**config.mk**
```make
export PLATFORM = sky130hd
export DESIGN_NAME = shim_abs_sample_collector
export DESIGN_NICKNAME = d
export VERILOG_FILES = /design/src/rtl/shim_sample_pkg.sv /design/src/rtl/shim_abs_sat.sv /design/src/rtl/shim_abs_sample_collector.sv
export SDC_FILE = /design/constraint.sdc
export NUM_CORES = 1
export LEC_CHECK = 0
export BUFFER_PORTS_ARGS = -buffer_cell sky130_fd_sc_hd__buf_2
export CELL_PAD_IN_SITES_DETAIL_PLACEMENT = 2
export CELL_PAD_IN_SITES_GLOBAL_PLACEMENT = 2
export CORE_ASPECT_RATIO = 1.25
export CORE_MARGIN = 3
export CORE_UTILIZATION = 40
export CTS_BUF_LIST = sky130_fd_sc_hd__clkbuf_8
export DETAILED_ROUTE_END_ITERATION = 12
export GPL_ROUTABILITY_DRIVEN = 0
export PLACE_DENSITY = 0.87
export SYNTH_ARGS = -nofsm -noshare
export SYNTH_HDL_FRONTEND = slang
export SYNTH_HIERARCHICAL = 1
export SYNTH_SLANG_ARGS = --single-unit
```
**constraint.sdc**
```tcl
create_clock -name clk -period 8.05 [get_ports clk]
set_clock_uncertainty 0.05 [all_clocks]
set_input_delay 0 -clock clk [delete_from_list [all_inputs] [get_ports clk]]
set_output_delay 0 -clock clk [all_outputs]
set_load 0.005 [all_outputs]
```
**src/rtl/shim_sample_pkg.sv**
```systemverilog
// Shared constants, state encoding and slice helper for the sample collector.
package shim_sample_pkg;

    localparam int N_CH     = 8;
    localparam int SAMPLE_W = 16;
    localparam int MAG_W    = SAMPLE_W - 1;
    localparam int CH_W     = $clog2(N_CH);
    localparam int CAT_W    = N_CH * MAG_W;

    typedef enum logic [1:0] {
        IDLE    = 2'd0,
        COLLECT = 2'd1,
        ERROR   = 2'd2
    } state_t;

    // LSB position of channel ch inside the concatenated magnitude bus.
    function automatic int ch_lsb(input int ch);
        return ch * MAG_W;
    endfunction

endpackage

```
**src/rtl/shim_abs_sat.sv**
```systemverilog
// Signed sample to saturated magnitude. The most negative code has no
// positive counterpart in MAG_W bits, so it clamps to all-ones and flags it.
module shim_abs_sat
    import shim_sample_pkg::*;
(
    input  logic [SAMPLE_W-1:0] data,
    output logic [MAG_W-1:0]    mag,
    output logic                sat
);

    // Two's-complement negate only needs the low MAG_W bits for in-range values.
    always_comb begin
        mag = data[MAG_W-1:0];
        sat = 1'b0;
        if (data[SAMPLE_W-1]) begin
            if (data[MAG_W-1:0] == '0) begin
                mag = '1;
                sat = 1'b1;
            end else begin
                mag = MAG_W'(~data[MAG_W-1:0] + MAG_W'(1));
            end
        end
    end

endmodule

```
**src/rtl/shim_abs_sample_collector.sv**
```systemverilog
// Collects one magnitude per channel and publishes a full frame atomically.
//
//   state   | meaning
//   --------+-----------------------------------------------------------
//   IDLE    | not collecting; mask and timer cleared, waiting for enable
//   COLLECT | accepting samples, staging them until all channels present
//   ERROR   | duplicate channel or frame timeout seen; held until rst
//
// A sample offered on the edge where enable falls is accepted by the
// handshake (sample_ready was high) but discarded; producers must treat it
// as lost.
module shim_abs_sample_collector
    import shim_sample_pkg::*;
#(
    parameter int TIMEOUT = 1024
)
(
    input  logic                clk,
    input  logic                rst,
    input  logic                enable,
    input  logic                sample_valid,
    input  logic [CH_W-1:0]     sample_ch,
    input  logic [SAMPLE_W-1:0] sample_data,
    output logic                sample_ready,
    output logic [CAT_W-1:0]    abs_sample_concat,
    output logic                frame_strobe,
    output logic                first_frame_done,
    output logic                sat_seen,
    output logic                err_dup_ch,
    output logic                err_timeout
);

    localparam int TMR_W = (TIMEOUT > 2) ? $clog2(TIMEOUT) : 1;

    state_t              state;
    state_t              state_nxt;
    logic [N_CH-1:0]     mask;
    logic [MAG_W-1:0]    staging [N_CH];
    logic [TMR_W-1:0]    timer;

    logic [MAG_W-1:0]    mag;
    logic                sat;
    logic                take;
    logic                dup_hit;
    logic                complete;
    logic                timeout_hit;
    logic [N_CH-1:0]     ch_onehot;
    logic [CAT_W-1:0]    commit_cat;

    shim_abs_sat u_abs_sat (
        .data (sample_data),
        .mag  (mag),
        .sat  (sat)
    );

    assign sample_ready = (state == COLLECT);

    // Per-edge event decode; dup beats commit beats timeout.
    always_comb begin
        ch_onehot   = N_CH'(1) << sample_ch;
        take        = sample_valid & sample_ready & enable;
        dup_hit     = take & mask[sample_ch];
        complete    = take & ~dup_hit & (&(mask | ch_onehot));
        timeout_hit = sample_ready & enable & (mask != '0)
                    & (timer == TMR_W'(TIMEOUT - 1)) & ~complete & ~dup_hit;
    end

    // Frame image for commit: staged values with the live sample spliced in.
    always_comb begin
        commit_cat = '0;
        for (int i = 0; i < N_CH; i++) begin
            if (sample_ch == CH_W'(i)) begin
                commit_cat[ch_lsb(i) +: MAG_W] = mag;
            end else begin
                commit_cat[ch_lsb(i) +: MAG_W] = staging[i];
            end
        end
    end

    // State register.
    always_ff @(posedge clk or posedge rst) begin
        if (rst) begin
            state <= IDLE;
        end else begin
            state <= state_nxt;
        end
    end

    // Next-state logic.
    always_comb begin
        state_nxt = state;
        case (state)
            IDLE: begin
                if (enable) begin
                    state_nxt = COLLECT;
                end
            end
            COLLECT: begin
                if (!enable) begin
                    state_nxt = IDLE;
                end else if (dup_hit || timeout_hit) begin
                    state_nxt = ERROR;
                end
            end
            ERROR: begin
                state_nxt = ERROR;
            end
            default: begin
                state_nxt = IDLE;
            end
        endcase
    end

    // Mask, staging, timer, committed frame and status flags.
    always_ff @(posedge clk or posedge rst) begin
        if (rst) begin
            mask              <= '0;
            timer             <= '0;
            abs_sample_concat <= '0;
            frame_strobe      <= 1'b0;
            first_frame_done  <= 1'b0;
            sat_seen          <= 1'b0;
            err_dup_ch        <= 1'b0;
            err_timeout       <= 1'b0;
            for (int i = 0; i < N_CH; i++) begin
                staging[i] <= '0;
            end
        end else begin
            frame_strobe <= 1'b0;
            if (state == COLLECT) begin
                if (!enable) begin
                    mask             <= '0;
                    timer            <= '0;
                    first_frame_done <= 1'b0;
                end else if (dup_hit) begin
                    err_dup_ch <= 1'b1;
                end else if (complete) begin
                    abs_sample_concat <= commit_cat;
                    frame_strobe      <= 1'b1;
                    first_frame_done  <= 1'b1;
                    mask              <= '0;
                    timer             <= '0;
                    sat_seen          <= sat_seen | sat;
                end else begin
                    if (take) begin
                        staging[sample_ch] <= mag;
                        mask[sample_ch]    <= 1'b1;
                        sat_seen           <= sat_seen | sat;
                    end
                    if (mask == '0) begin
                        timer <= '0;
                    end else begin
                        timer <= timer + TMR_W'(1);
                    end
                    if (timeout_hit) begin
                        err_timeout <= 1'b1;
                    end
                end
            end
        end
    end

endmodule

```
Yosys cells after proc, flatten, opt, wreduce, memory -nomap -nowiden
Cells that the tools add are included.
W data, S select, Z words.
{"block": "word_totals", "regBits": 265, "in_bits": 23, "out_inout_bits": 126, "elab_cells": 115}
{"block": "classes", "addsub": 2, "magnitude_cmp": 4, "n_eq_ne": 15, "n_shift": 1, "muxes": 40, "bitwise_logic": 17, "n_reduce_logical": 19}
{"op": "$mux W15", "count": 11}
{"op": "$bwmux W120", "count": 1}
{"op": "$demux W15 S3", "count": 1}
{"op": "$mux W10", "count": 4}
{"op": "$mux W8", "count": 4}
{"op": "$or A8 B8 Y8", "count": 2}
{"op": "$add A15 B1 Y15 const B", "count": 1}
{"op": "$logic_not A15 Y1", "count": 1}
{"op": "$not A15 Y15", "count": 1}
{"op": "$mux W1", "count": 13}
{"op": "$eq A3 B3 Y1 const B", "count": 4}
{"op": "$add A10 B1 Y10 const B", "count": 1}
{"op": "$and A1 B1 Y1", "count": 10}
{"op": "$eq A10 B10 Y1 const B", "count": 1}
{"op": "$reduce_and A5 Y1", "count": 2}
{"op": "$reduce_and A3 Y1", "count": 3}
{"op": "$logic_not A8 Y1", "count": 1}
{"op": "$reduce_and A4 Y1", "count": 2}
{"op": "$reduce_and A8 Y1", "count": 1}
{"op": "$reduce_bool A8 Y1", "count": 1}
{"op": "$shl A1 B3 Y8 const A", "count": 1}
{"op": "$eq A3 B2 Y1 const B", "count": 2}
{"op": "$mux W2", "count": 3}
{"op": "$pmux W2 S3", "count": 1}
{"op": "other kinds (22)", "count": 26}

Longest topological paths before layout
Gate-level depths: netlist (run 1).
{"block": "depth", "depth_word": 14, "ltp_mapped": 12, "depth_no_buf": 8}

Cells and area by module
The synthesis (run 1) kept the hierarchy.
{"module": "shim_abs_sample_collector", "instances": 1, "cells_each": 988, "area_per_inst_um2": 11404.7, "seq_area_each_um2": 6631.4}
{"module": "shim_abs_sat", "instances": 1, "cells_each": 66, "area_per_inst_um2": 431.7, "seq_area_each_um2": 0.0}

Worst setup path before layout (run 1)
Ideal clock, no wire load.
{"block": "synth_path", "path_type": "register -> register", "from": "register state[1]", "to": "register abs_sample_concat[110]", "arrival_time_ns": 1.951, "required_time_ns": 7.870, "path_slack_ns": 5.919, "stages_incl_launch_ff": 11, "path_buffers": 4, "cell_sequence": "dfrtp_1 nor2b_1 nand3_1 o21bai_1 or3_1 buf_2 buf_6 buf_6 buf_6 nand2_1 o21ai_1"}
{"block": "synth_via", "elab_chain_cells": 8}
{"element": "from (decl)", "line": "shim_abs_sample_collector.sv:35", "source": "state_t state;"}
{"element": "from (signal assigned)", "line": "shim_abs_sample_collector.sv:85", "source": "state <= state_nxt;"}
{"element": "$eq A2 B1 Y1 (*)", "line": "shim_abs_sample_collector.sv:56", "source": "assign sample_ready = (state == COLLECT);"}
{"element": "named net sample_ready", "line": "shim_abs_sample_collector.sv:24", "source": "output logic sample_ready,"}
{"element": "$and A1 B1 Y1 (2 in a row)", "line": "shim_abs_sample_collector.sv:61", "source": "take = sample_valid & sample_ready & enable;"}
{"element": "$and A1 B1 Y1", "line": "shim_abs_sample_collector.sv:62", "source": "dup_hit = take & mask[sample_ch];"}
{"element": "$not A1 Y1 (no line)"}
{"element": "$and A1 B1 Y1 (2 in a row)", "line": "shim_abs_sample_collector.sv:63", "source": "complete = take & ~dup_hit & (&(mask | ch_onehot));"}
{"element": "$reduce_and A4 Y1 (no line) (*)"}
{"element": "to (signal assigned)", "line": "shim_abs_sample_collector.sv:138", "source": "abs_sample_concat <= commit_cat;"}
{"element": "to (decl)", "line": "shim_abs_sample_collector.sv:25", "source": "output logic [CAT_W-1:0] abs_sample_concat,"}
Mark *: on every way through the listed nets, which the timed path passes. The rest lies on a longest branch.
A chain may end at the register's enable or synchronous reset.

Final worst setup path (run 1)
{"block": "layout_path", "from": "register mask[3]", "to": "register abs_sample_concat[11]"}
{"block": "layout_via", "elab_chain_cells": 7}
{"element": "from (decl)", "line": "shim_abs_sample_collector.sv:37", "source": "logic [N_CH-1:0] mask;"}
{"element": "from (signal assigned)", "line": "shim_abs_sample_collector.sv:117", "source": "mask <= '0;"}
{"element": "from (signal assigned)", "line": "shim_abs_sample_collector.sv:132", "source": "mask <= '0;"}
{"element": "from (signal assigned)", "line": "shim_abs_sample_collector.sv:141", "source": "mask <= '0;"}
{"element": "$bmux W1 S3", "line": "shim_abs_sample_collector.sv:62"}
{"element": "$mux W1 (not written as such)", "line": "shim_abs_sample_collector.sv:62"}
{"element": "$and A1 B1 Y1", "line": "shim_abs_sample_collector.sv:62"}
{"element": "$not A1 Y1 (no line)"}
{"element": "$and A1 B1 Y1 (2 in a row)", "line": "shim_abs_sample_collector.sv:63"}
{"element": "$reduce_and A4 Y1 (no line) (*)"}
Every way passes the cells marked *; elsewhere a longest branch is shown, timed or not. The select of a mux whose other input is x is not followed.

==> results of run 1 <==
## area by class of cell
class,count,area [µm²]
Timing Repair Buffer,167,895.9
Multi-Input combinational cell,699,4732
Sequential cell,265,6631
Clock inverter,17,96.34
Inverter,11,48.80
Fill cell,3018,15140
Clock buffer,58,798.3
Tap cell,390,488.0
## power groups by stage
| stage | logic, mW | clock network, mW | registers [mW] |
|---|---|---|---|
| 4_1_cts | 0.156 | 1.25 | 1.33 |
| 6_report | 0.154 | 1.22 | 1.33 |
| 3_5_place_dp | 0.151 | 0 | 1.36 |
| 3_3_place_gp | 0.145 | 0 | 1.36 |
| 2_1_floorplan | 0.0915 | 0 | 1.36 |
| 5_1_grt | 0.170 | 1.32 | 1.33 |
## per-layer routing
metal	global-route usage, %	share of wire [%]
met1	29.02	41
met2	45.65	53
met3	3.976	3.9
met4	7.363	2.3
met5	0	0.031
## worst min-delay path, delay by kind of cell
family	cells	cell delay, ns
AND/OR/NAND/NOR	1	0.08
buffers and inverters	2	0.35
AO/OA/AOI/OAI	2	0.16
## cells in the final DEF, fill, tap and decap left out, types with 3 or more instances in the layout
| cell | n |
|---|---|
| a31oi_1 | 47 |
| a22o_1 | 10 |
| a21oi_1 | 8 |
| dfrtp_1 | 265 |
| clkbuf_8 | 58 |
| xor2_1 | 4 |
| nand3_1 | 11 |
| nand2_1 | 193 |
| and3b_1 | 3 |
| nor2_1 | 58 |
| mux2i_1 | 81 |
| buf_2 | 148 |
| o21ai_1 | 11 |
| or2_2 | 3 |
| mux2_2 | 120 |
| nor3_1 | 7 |
| buf_4 | 14 |
| o21ai_0 | 76 |
| o21bai_1 | 3 |
| o311ai_1 | 7 |
| dlygate4sd3_1 | 5 |
| inv_1 | 22 |
| nand2_2 | 6 |
| and3_1 | 3 |
| nand4_1 | 8 |
| nor4_1 | 3 |
| a32o_1 | 3 |
| xnor2_1 | 3 |
## timing repair
| item | CTS | global route |
|---|---|---|
| hold buffers | 5 | 0 |
| hold endpoints to repair | 153 | 0 |
| gates resized for setup | 0 | 0 |
## registers in the layout (all words and copies together) (netlist names)
signal	flops
staging	120
timer	10
frame_strobe	1
err_timeout	1
err_dup_ch	1
abs_sample_concat	120
first_frame_done	1
state	2
mask	8
sat_seen	1
## worst max path at each step
stage | start | endpoint | cells past startpoint
after floorplan | rst | abs_sample_concat[0] | 1
after global placement | sample_ch[1] | abs_sample_concat[59] | 8
after detailed placement | sample_ch[0] | abs_sample_concat[102] | 9
after CTS | mask[3] | abs_sample_concat[11] | 6
after global routing | mask[3] | abs_sample_concat[65] | 6
final | mask[3] | abs_sample_concat[11] | 6
## cell families after synthesis
group / Yosys count / synth area share, %
adders and majority gates: 2 / 0.2114
muxes: 201 / 18.27
AOI/OAI and AO/OA: 173 / 8.827
buffers and inverters: 90 / 4.239
xor gates and xnor gates: 7 / 0.5180
DFF: 265 / 56.03
and+or+nand+nor: 316 / 11.91
==> metrics, run 1 <==
status=finished clean; DP HPWL=roughly 24000 µm; Pwr Density=around 200 nW/µm²; initial antenna violation count=1; Hold Path Class=primary input to register; worst r2r src=mask[3]; EDFF count, synth=0; CTS HTree Levels=2; Worst Path Max Fanout=approximately 110; CP delay by family, top=compound AO/OA/AOI/OAI gates; pre-CTS setup slack=between 4 and 5 ns; vias in the first global route=10360; slowest stage delay, CP=0.86 ns; First-pass DRT Iterations=4; worst reg2reg path endpoint=abs_sample_concat[11]; clock tree buffer depth=3; Finished Layout Cells=1607; hold path startpoint=sample_data[7]; Primary FF master, synth=dfrtp_1; worst path arrival time=roughly 3.8 ns; Logic pwr share=under 10%; first-pass GRT wire length=between 60000 and 70000 µm; CTS root buf=clkbuf_8; count of cell types in the netlist=between 50 and 60; GRT Total Usage=approximately 24%; Net Count, Synth=1079; Startpoint Class=register; CTS tree=yes; worst-margin pin slew=about 1.2 ns; final net count=1214; Routed WL=~39000 µm; Yosys top cell area share=about 56%; full die area=31700 µm²; placed insts=approximately 1500; Core Region=approximately 29000 µm²; P&R area growth vs syn=15.67%; Iteration-0 DRC Markers=530; Worst setup EP type=register; Wirelength per Cell=24.07 µm; slowest CP cell=buf_4; synth top area cells=dfrtp_1 (56%), mux2_2 (11%), mux2i_1 (6.8%), nand2_1 (6.1%), o21ai_0 (3.2%); Mapped Cells=roughly 1100; Crit Path Category=register to register; worst path cell trace=mux2i_1, a32o_1, o21bai_1, or3_4, buf_4, o21ai_0; Worst R2R Path Depth=6; vias=8922; post-route setup TNS=0 ns; max-cap violations=0; Synth Cell Area=roughly 12000 µm²; hold worst-path end=abs_sample_concat[52]; ANT cells=0; CTS clock-pin slew for the worst setup and hold paths=0.06 ns; Post-CTS Setup Bufs=0; Final Cycle Share=a little over two fifths; r2r setup slk=about 4.6 ns; Avg Cell Area, Syn=11.23 µm²; #FFs+latches synth=around 270; pin count of the biggest net entering global routing=~150; Peak VDD IR=roughly 92 µV; sequential fraction of design power=between 40% and 50%; Design Power=around 2.7 mW; final worst slack=~4.6 ns; Net Switching=roughly 0.67 mW; die height=roughly 200 µm; port buffer count=148; layout cells sized above 1=between 30% and 40%; LEAKAGE=~6.8 nW; Hold Slack=between 0.04 and 0.05 ns; vias per cell=roughly 5.6; DP Area=between 10000 and 15000 µm²; RSZ-0062 raised after global routing=false; Worst Path Buf+Inv=1; Top Ports=roughly 150; most common library cells after synthesis=dfrtp_1 (265), nand2_1 (193), mux2_2 (120); Remaining DRCs=0; most common cell in the netlist=dfrtp_1; Hold Vio Cnt, Final=0; Detail Route Antenna Nets=0; final core utilization=between 40% and 50%; Critical Path RT=about 8.4 ns; Clock Latency Late Sink=0.55 ns; finished layout cell area=approximately 14000 µm²; die span in x=around 160 µm; switching part of the total power=about a quarter; Pint=2.040 mW; Hold Path Stages=5; ys async rst share=100.0%; TritonCTS Sinks=about 270; post-synthesis sequential area ratio=56.03%; Synth area leader=dfrtp_1; Rows=69; Max Fclk=between 0.2 and 0.3 GHz; Initial Utilization=41.05%; Max-slew headroom=about 18%; TritonCTS buffer count=45; YS warnings=6; clock network power share=a little under half; # setup viols final=0; Final Critical Period=around 3.5 ns; Remaining Overflow, GRT=0; Max Slew Vio Count=0
Power figures use the tool's default switching activity.
==> run 2: changes to the inputs <==
- clock period: 8.05 -> 3.6 ns (I/O delays scaled with it)
==> metrics, run 2 (same netlist as run 1, synthesis figures left out) <==
die height=198.3 µm (unchanged); switching part of the total power=25.66% (was 24.71%); Rows=69 (unchanged); CTS tree=yes (unchanged); vias=9126 (was 8922); die span in x=159.9 µm (unchanged); met2 Usage GRT=47.74% (was 45.65%); Finished Layout Cells=1617 (was 1607); pre-CTS setup slack=0.8675 ns (was 4.580 ns); Net Switching=1.548 mW (was 0.6694 mW); Filler Cell Count=2954 (was 3018); Critical Path RT=3.99 ns (was 8.36 ns); vias in the first global route=10560 (was 10360); clock tree buffer depth=3 (unchanged); port buffer count=148 (unchanged); final net count=1221 (was 1214); post-route setup TNS=0 ns (unchanged); Core Region=28840 µm² (unchanged); Detail Route Antenna Nets=0 (unchanged); status=finished clean (unchanged); FF+latch area=6631 µm² (unchanged); Worst Path Max Fanout=16 (was 108); Hold Path Class=primary input to register (unchanged); vias per cell=5.644 (was 5.552); max-cap violations=0 (unchanged); first-pass GRT wire length=65580 µm (was 60800 µm); GR Util met3=4.373% (was 3.976%); CTS HTree Levels=2 (unchanged); sequential fraction of design power=49.4% (was 49.2%); Max Slew Vio Count=0 (unchanged); final core utilization=47.76% (was 47.48%); M1 GR Usage=32.26% (was 29.02%); Startpoint Class=register (unchanged); CTS clock-pin slew for the worst setup and hold paths=0.06 ns (about the same); layout cells sized above 1=30.53% (was 30.32%); biggest regs=abs_sample_concat (120), staging (120), timer (10) (unchanged); Peak VDD IR=217.4 µV (was 92.16 µV); TritonCTS buffer count=44 (was 45); Remaining DRCs=0 (unchanged); Iteration-0 DRC Markers=602 (was 530); DP HPWL=25100 µm (was 24450 µm); most used routing layer=met2 (unchanged); worst-margin pin slew=1.134 ns (was 1.221 ns); Clock Latency Late Sink=0.58 ns (was 0.55 ns); most frequent cells in the layout=dfrtp_1 (265), nand2_1 (193), buf_2 (148) (unchanged); Hold Vio Cnt, Final=0 (unchanged); full die area=31700 µm² (unchanged); Initial Utilization=41.05% (unchanged); initial antenna violation count=1 (unchanged); RSZ-0062 raised after global routing=false (unchanged); Worst R2R Path Depth=6 (unchanged); P&R area growth vs syn=16.35% (was 15.67%); Logic pwr share=6.0% (was 5.7%); Routed WL=41930 µm (was 38680 µm); worst path arrival time=3.42 ns (was 3.78 ns); GRT Total Usage=26.70% (was 24.47%); Remaining Overflow, GRT=0 (unchanged); TritonCTS Sinks=265 (unchanged); # setup viols final=0 (unchanged); Wirelength per Cell=25.93 µm (was 24.07 µm); Pint=4.487 mW (was 2.040 mW); Final Cycle Share=84.21% (was 43.17%); Hold Path Stages=5 (unchanged); Worst setup EP type=register (unchanged); CTS root buf=clkbuf_8 (unchanged); First-pass DRT Iterations=5 (was 4); cts-stage hold buffer count=6 (was 5); Pwr Density=438.2 nW/µm² (was 197.9 nW/µm²); clock network power share=44.6% (was 45.1%); final worst slack=0.5685 ns (was 4.575 ns); LEAKAGE=6.896 nW (was 6.849 nW); Max Fclk=0.3299 GHz (was 0.2878 GHz); area of the multi-input gates=4732 µm² (unchanged); Post-CTS Setup Bufs=0 (unchanged); Final Critical Period=3.032 ns (was 3.475 ns); PostCTS Resize Cnt=0 (unchanged); Top Ports=149 (unchanged); placed insts=1534 (was 1527); Max-slew headroom=24.20% (was 18.38%); Crit Path Category=register to register (unchanged); commonest non-fill, non-tap cell in the layout=dfrtp_1 (unchanged); pin count of the biggest net entering global routing=162 (was 147)
-- run 2: cell count changes in the layout (fill, tap and decap cells not counted), moves of 2 or more --
cell,previous run,this run
inv_1,22,24
clkbuf_8,58,54
diode_2,0,2
buf_12,0,4
buf_4,14,17
-- run 2: area by class of cell --
class / instances / share of cell area [%]
Antenna cell: 2 / 0.03634
Multi-Input combinational cell: 699 / 34.36
Tap cell: 390 / 3.543
Timing Repair Buffer: 175 / 7.323
Clock inverter: 21 / 0.8631
Sequential cell: 265 / 48.15
Inverter: 11 / 0.3271
Clock buffer: 54 / 5.397
-- run 2: metal layers --
metal  vias up  part of all wire (%)
li1       3953                     -
met5         -                     0
met2       297                    52
met4         0                   3.9
met1      4767                    40
met3       109                   4.4
-- run 2: critical path, stage by stage, from the launching register on --
cell,delay [ns]
dfrtp_1,0.39
nor2b_1,0.49
nand3_1,0.21
o21bai_1,0.27
o21ba_2,0.65
nand2_2,0.41
mux2_2,0.44
-- run 2: power by group through the flow --
stage / combinational, mW / sequential, mW / clock [mW]
3_3_place_gp: 0.331 / 3.03 / 0
5_1_grt: 0.391 / 2.98 / 2.89
2_1_floorplan: 0.205 / 3.04 / 0
3_5_place_dp: 0.349 / 3.03 / 0
4_1_cts: 0.361 / 2.98 / 2.76
6_report: 0.361 / 2.98 / 2.69
-- run 2: stage by stage --
| stage | area [µm²] | hold WS, ns | power [mW] |
|---|---|---|---|
| after floorplan | 11840 | 0.08087 | 3.241 |
| after global placement | 12840 | -0.05134 | 3.365 |
| after detailed placement | 12840 | -0.05041 | 3.383 |
| after CTS | 13770 | 0.01119 | 6.102 |
| after global routing | 13770 | 0.05475 | 6.263 |
| final | 13770 | 0.03190 | 6.035 |
-- run 2: path summary, 6_finish.rpt --
kind	from	endpoint	slack, ns
min in group asynchronous	rst	abs_sample_concat[14]	0.49
worst min register to register	abs_sample_concat[0]	abs_sample_concat[0]	0.42
max in group asynchronous	rst	abs_sample_concat[76]	1.96
worst min-delay path	sample_data[13]	abs_sample_concat[88]	0.03
worst max register to register	state[1]	staging[86]	0.57
worst max-delay path	state[1]	staging[86]	0.57
